## src/rtl/ram_port_arbiter.sv

```systemverilog
`default_nettype none
// +--------------------------------------------------------------------------+
// | ram_port_arbiter: shares one stall-handshake RAM port among N masters,   |
// | fixed-priority or round-robin, with a registered grant.  Rev 1.0         |
// +--------------------------------------------------------------------------+
module ram_port_arbiter #(
  parameter int NUM_MASTERS = 2,
  parameter int ADDR_WIDTH  = 24,
  parameter int DATA_WIDTH  = 32,
  parameter int RR_MODE     = 1
) (
  input  logic                                  clk,
  input  logic                                  rst_n,
  input  logic [NUM_MASTERS*ADDR_WIDTH-1:0]     m_address,
  input  logic [NUM_MASTERS*DATA_WIDTH-1:0]     m_wrdata,
  input  logic [NUM_MASTERS*(DATA_WIDTH/8)-1:0] m_byteenable,
  input  logic [NUM_MASTERS-1:0]                m_read,
  input  logic [NUM_MASTERS-1:0]                m_write,
  output logic [NUM_MASTERS*DATA_WIDTH-1:0]     m_rddata,
  output logic [NUM_MASTERS-1:0]                m_stall,
  output logic [ADDR_WIDTH-1:0]                 s_address,
  output logic [DATA_WIDTH-1:0]                 s_wrdata,
  output logic [DATA_WIDTH/8-1:0]               s_byteenable,
  output logic                                  s_read,
  output logic                                  s_write,
  input  logic [DATA_WIDTH-1:0]                 s_rddata,
  input  logic                                  s_stall
);

  localparam int BE_WIDTH = DATA_WIDTH / 8;
  localparam int GW       = (NUM_MASTERS > 1) ? $clog2(NUM_MASTERS) : 1;

  typedef enum logic [0:0] {IDLE = 1'b0, BUSY = 1'b1} state_t;

  state_t                 state_q, state_d;
  logic [GW-1:0]          g_q, g_d, p_q, p_d;
  logic [NUM_MASTERS-1:0] req, cand, g_onehot;
  logic [GW-1:0]          g_inc, base, win;
  logic                   busy, req_g, found;
  int                     idx;

  always_comb begin
    req      = m_read | m_write;
    g_onehot = '0;
    for (int i = 0; i < NUM_MASTERS; i++) g_onehot[i] = (g_q == GW'(i));
    g_inc = (int'(g_q) == NUM_MASTERS - 1) ? '0 : g_q + GW'(1);
    busy  = (state_q == BUSY);
    req_g = |(req & g_onehot);
  end

  // On a completion the finishing master is excluded and the search starts at the updated pointer.
  always_comb begin
    cand  = busy ? (req & ~g_onehot) : req;
    base  = '0;
    if (RR_MODE != 0) base = busy ? g_inc : p_q;
    found = 1'b0;
    win   = '0;
    idx   = 0;
    for (int k = 0; k < NUM_MASTERS; k++) begin
      idx = int'(base) + k;
      if (idx >= NUM_MASTERS) idx = idx - NUM_MASTERS;
      for (int j = 0; j < NUM_MASTERS; j++) begin
        if (!found && (j == idx) && cand[j]) begin
          found = 1'b1;
          win   = GW'(j);
        end
      end
    end
  end

  always_comb begin
    state_d = state_q;
    g_d     = g_q;
    p_d     = p_q;
    case (state_q)
      IDLE: begin
        if (found) begin
          state_d = BUSY;
          g_d     = win;
        end
      end
      BUSY: begin
        if (!req_g) begin
          state_d = IDLE;
        end else if (!s_stall) begin
          p_d = g_inc;
          if (found) g_d = win;
          else       state_d = IDLE;
        end
      end
      default: state_d = IDLE;
    endcase
  end

  always_ff @(posedge clk or negedge rst_n) begin
    if (!rst_n) begin
      state_q <= IDLE;
      g_q     <= '0;
      p_q     <= '0;
    end else begin
      state_q <= state_d;
      g_q     <= g_d;
      p_q     <= p_d;
    end
  end

  always_comb begin
    s_address    = '0;
    s_wrdata     = '0;
    s_byteenable = '0;
    s_read       = 1'b0;
    s_write      = 1'b0;
    m_rddata     = '0;
    m_stall      = req;
    for (int i = 0; i < NUM_MASTERS; i++) begin
      if (busy && g_onehot[i]) begin
        s_address    = m_address[i*ADDR_WIDTH +: ADDR_WIDTH];
        s_wrdata     = m_wrdata[i*DATA_WIDTH +: DATA_WIDTH];
        s_byteenable = m_byteenable[i*BE_WIDTH +: BE_WIDTH];
        s_write      = m_write[i];
        s_read       = m_read[i] & ~m_write[i];
        m_rddata[i*DATA_WIDTH +: DATA_WIDTH] = s_rddata;
        m_stall[i]   = req[i] & s_stall;
      end
    end
  end

endmodule
`default_nettype wire

```

## config.mk

```make
export PLATFORM = sky130hd
export DESIGN_NAME = ram_port_arbiter
export DESIGN_NICKNAME = d
export VERILOG_FILES = /design/src/rtl/ram_port_arbiter.sv
export SDC_FILE = /design/constraint.sdc
export NUM_CORES = 1
export LEC_CHECK = 0
export ABC_AREA = 0
export BUFFER_PORTS_ARGS = -buffer_cell sky130_fd_sc_hd__buf_2
export CAP_MARGIN = 15
export CORE_AREA = 3 3 109 111
export DETAILED_ROUTE_END_ITERATION = 8
export DIE_AREA = 0 0 112 114
export HOLD_SLACK_MARGIN = 0.02
export PLACE_DENSITY_LB_ADDON = 0.08
export SLEW_MARGIN = 20
export SYNTH_ARGS = -nofsm -noshare
export SYNTH_HDL_FRONTEND = slang
export SYNTH_SLANG_ARGS = --single-unit
```

## constraint.sdc

```tcl
create_clock -name clk -period 1.2 [get_ports clk]
set_input_delay 0.12 -clock clk [delete_from_list [all_inputs] [get_ports clk]]
set_output_delay 0.12 -clock clk [all_outputs]
set_load 0.02 [all_outputs]
```

; After elaboration in Yosys (flattened, before gate mapping)
; Index checks and enable logic that the tools add are counted.
[classes]
n_addsub = 4
order_cmp = 2
n_eq_ne = 4
mux = 34
bitwise_logic = 13
reduce_logical = 17
[ops]
columns = cell, count
row1 = 32-bit 2-to-1 mux, 6
row2 = 2-bit by 32-bit equality test with 1-bit output (first input constant), 2
row3 = 32-bit zero test, 2
row4 = 24-bit 2-to-1 mux, 2
row5 = 1-bit 2-to-1 mux, 21
row6 = 1-bit logical AND, 9
row7 = 4-bit 2-to-1 mux, 2
row8 = 1-bit inverter, 5
row9 = 1-bit AND, 4
row10 = 2-bit AND, 2
row11 = 1-bit one-hot mux with 2 select lines, 2
row12 = 1-bit zero test, 3
row13 = 3-bit AND reduction, 1
row14 = 1-bit by 2-bit subtractor with 3-bit output (second input constant), 1
row15 = 2-bit by 2-bit subtractor with 3-bit output (second input constant), 1
row16 = 1-bit by 1-bit adder with 2-bit output (second input constant), 1
row17 = 1-bit by 2-bit >= comparator with 1-bit output (second input constant), 1
row18 = 2-bit >= comparator (second input constant), 1
row19 = 2-bit 2-to-1 mux, 1
row20 = 2-bit by 1-bit != test with 1-bit output (second input constant), 1
row21 = 2-bit != test (second input constant), 1
row22 = 2-bit inverter, 1
row23 = 2-bit OR, 1
row24 = 2-bit AND reduction, 1
row25 = other kinds (2), 2
[word_totals]
ff_bits = 3
in_bits = 159

; Longest topological paths before layout
[logic_depth]
depth_word = 24
depth_mapped = 5
ltp_nobuf = 3

; Worst setup path after synthesis
; OpenSTA, ideal clock, no wires.
[synth_path]
path_type = reg2out
from = register state_q (netlist: busy)
to = output port m_stall[0]
t_arrival_ps = 1132
required_time_ps = 1080
path_slack_ps = -52
stages_incl_launch_ff = 5
n_path_buf = 2
cell_sequence = dfrtp_1 > buf_6 > nor2b_4 > buf_2 > a21oi_1
[synth_via]
elab_chain_cells = 2
[synth_lines]
columns = item, line_no
row1 = start: declaration, 35  ; state_t state_q, state_d;
row2 = start signal: assignment, 101  ; state_q <= state_d;
row3 = 1-bit logical AND, 116  ; if (busy && g_onehot[i]) begin
row4 = 1-bit 2-to-1 mux, 116
row5 = end: declaration, 20  ; output logic [NUM_MASTERS-1:0] m_stall,
; No other way between the ends.

; Worst setup path after layout
[layout_path]
from = register g_q
to = output port m_rddata[40]
[layout_via]
elab_chain_cells = 2
[layout_lines]
columns = item, line_no
row1 = start: declaration, 36  ; logic [GW-1:0] g_q, g_d, p_q, p_d;
row2 = start signal: assignment, 102  ; g_q <= g_d;
row3 = 1-bit logical AND, 116
row4 = 32-bit 2-to-1 mux, 116
row5 = end: declaration, 19  ; output logic [NUM_MASTERS*DATA_WIDTH-1:0] m_rddata,
; No other way between the ends.

==> impl_metrics.toml <==
[outcome]
status = "finished, violations left"
violations = "setup timing"

[sta]
worstMarginPinSlew_ns = 0.390
setup_tns_ns = -38.12
drv_slew = 0
final_hold_viol_count = 0
clock.fmax_mhz = 629
setup_slack_ns = -0.390
setup_viol = 131
fin_crit_ns = 1.59
relSlewSlack_pct = 73.9
min_period_over_period_pct = 133
rsz0062_at_grt = "true"
skew_ns = 0.00196

[yosys]
ys_seq_area_share_pct = 4.11
syn_inst = 238
ys_types = 29
syn_avg_cell_area_um2 = 7.68
synth_area_leaders = "mux2i_1 33%, nor2b_1 21%, and2_1 11%"
netlist_area_mm2 = 0.00183
synth.top_cells.by_count = "61 x mux2i_1, 61 x nor2b_1, 33 x and2_1"
async_flop_share_pct = 100
synth_edf_count = 0
ys_seq_elements = 3
synth_top_area_share_pct = 33.4
ys_warn_count = 0
synthFlopType = "dfrtp_1"
synthesis.nets = 397
yosysTopAreaCell = "mux2i_1"

[min_path]
min_path_type = "in2reg"
hold_end = "g_q"
hold_depth = 3
holdCritStartpoint = "s_stall"

[pwr]
p_per_area_mw_per_mm2 = 1530
comb_power_share_pct = 91.6
swShare_pct = 49.2
vdd_drop_max_v = 0.000606
switching_power_uw = 3020
internal-power_uw = 3110
p_total_uw = 6140
power_frac_seq_pct = 3.7
total_leakage_power_uw = 0.00226
clockPowerShare_pct = 4.8

[grt]
first_global_vias = 2740
overflow = 0
grt_usage_pct = 12.5
grt_start_max_net_pins = 43
grt_pass1_wl_um = 13500
antenna_found_initial = 0

[layout]
num_antenna_cells = 0
syn_to_final_growth_pct = 119
instances_no_fill = 656
final_nets = 676
design_area_mm2 = 0.00401
drive_gt1_share_pct = 66.9

[routing]
drt-total-wl_um = 9040
drtAntennaViolNets = 0
drt_iter0_drc = 70
viasPerCell = 4.18
first_pass_iters = 4
wl_per_cell_um = 13.8
drc_errors = 0
num_vias = 2742

[floorplan]
coreArea_mm2 = 0.0109
initial_core_util_pct = 16.8
die_w_um = 112
ios = 287
dieArea_mm2 = 0.0128
rows = 38
dieHeight_um = 114

[placed_design]
placedCellCount = 649
dpl_cell_area_mm2 = 0.00346
dp_hpwl_um = 7260
port_buffers = 286
routabilityCongestion = 0.784

[clocking]
clk_pin_slew_ns = 0.03
clock_sinks = 3
clkLatencyLatePin_ns = 0.22
cts_tree = "built"
cts_buffers = 3
htreeDepth = 1
clockBufferDepth = 2
clockRootBuffer = "clkbuf_8"

[critical_path]
end_kind = "output port"
reg2reg_from = "g_q"
cp.arrival_ns = 1.47
cp-startpoint = "g_q"
crit_fanout = 13
required_ns = 1.08
r2r-end = "busy"
crit_type = "reg2out"
ff2ff_path_depth = 5
worst_setup_path_start_kind = "flop"
reg2reg_slack_ns = -0.27

[flow_run]
maxCapViolCount = 0
## flip-flops by register name (all words and copies together) (netlist names)
signal  flops
busy        1
g_q         1
p_q         1
## critical path, stage by stage (launching register included)
cell,delay [ns]
dfrtp_4,0.56
buf_4,0.19
clkbuf_16,0.16
and3_2,0.19
buf_2,0.15
## layout make-up
cell class / instances / area (um^2)
sequential: 3 / 80.1
fill: 1171 / 6880
multi-input combinational: 207 / 1660
tap: 140 / 175
inverter: 3 / 11.3
timing repair buffer: 299 / 2030
clock buffer: 4 / 45.0
## placed cells by master (no fill, tap or decap), types with 2 or more instances in the layout
cell and count:
and2_1 32, and3_1 25, and3_4 6, buf_12 7, buf_2 202, buf_4 38, buf_6 50, clkbuf_8 3
inv_1 2, mux2i_1 53, mux2i_2 8, nor2_1 4, nor2b_1 41, nor2b_2 20, o2bb2ai_1 2
## power by group through the flow
stage | Sequential (uW) | Combinational [uW] | Clock [uW]
3_5_place_dp | 231 | 4830 | 0
5_1_grt | 235 | 6000 | 304
6_report | 226 | 5620 | 292
4_1_cts | 230 | 5300 | 304
3_3_place_gp | 229 | 4830 | 0
2_1_floorplan | 145 | 3390 | 0
## repair_timing
action,4_1_cts,5_1_grt
hold buffers,1,0
pin swaps,0,0
resized for setup,94,56
gates cloned,0,1
setup buffers,0,1
endpoints found under the setup margin,130,131
hold endpoints to repair,3,0
## metrics by stage
step	util (%)	hold slack, ns	setup slack [ns]
6_report	36.8	0.233	-0.390
2_1_floorplan	-	-0.176	0.00514
3_3_place_gp	31.8	-0.0763	-0.149
5_1_grt	36.8	0.237	-0.451
3_5_place_dp	31.8	-0.0734	-0.144
4_1_cts	34.9	0.244	-0.380
## how the worst max path moves through the flow
stage          slack, ns       endpoint
2_1_floorplan      0.005  s_address[10]
3_3_place_gp       -0.15   s_wrdata[13]
3_5_place_dp       -0.14   s_wrdata[23]
4_1_cts            -0.38   s_wrdata[23]
5_1_grt            -0.45  s_address[15]
6_report           -0.39   m_rddata[40]
## per-layer routing
| metal | vias to the layer above | share of wire (%) | global-route usage [%] | wire [um] |
|---|---|---|---|---|
| met5 | - | 0 | 0 | 0 |
| met4 | 0 | 0.88 | 2.96 | 80 |
| met3 | 6 | 10 | 3.45 | 914 |
| met2 | 146 | 56 | 25.7 | 5100 |
| met1 | 1226 | 33 | 12.3 | 2950 |
| li1 | 1364 | - | - | - |
## logic make-up after synthesis
kind of cell,count (synthesis),share of synthesized area (%)
buf+inv,28,11.5
flops,3,4.11
compound gates,9,3.63
fa+ha+maj,1,0.548
simple gates,135,46.2
mux,62,34.0
Note: power is estimated with default switching activity, not from simulation.
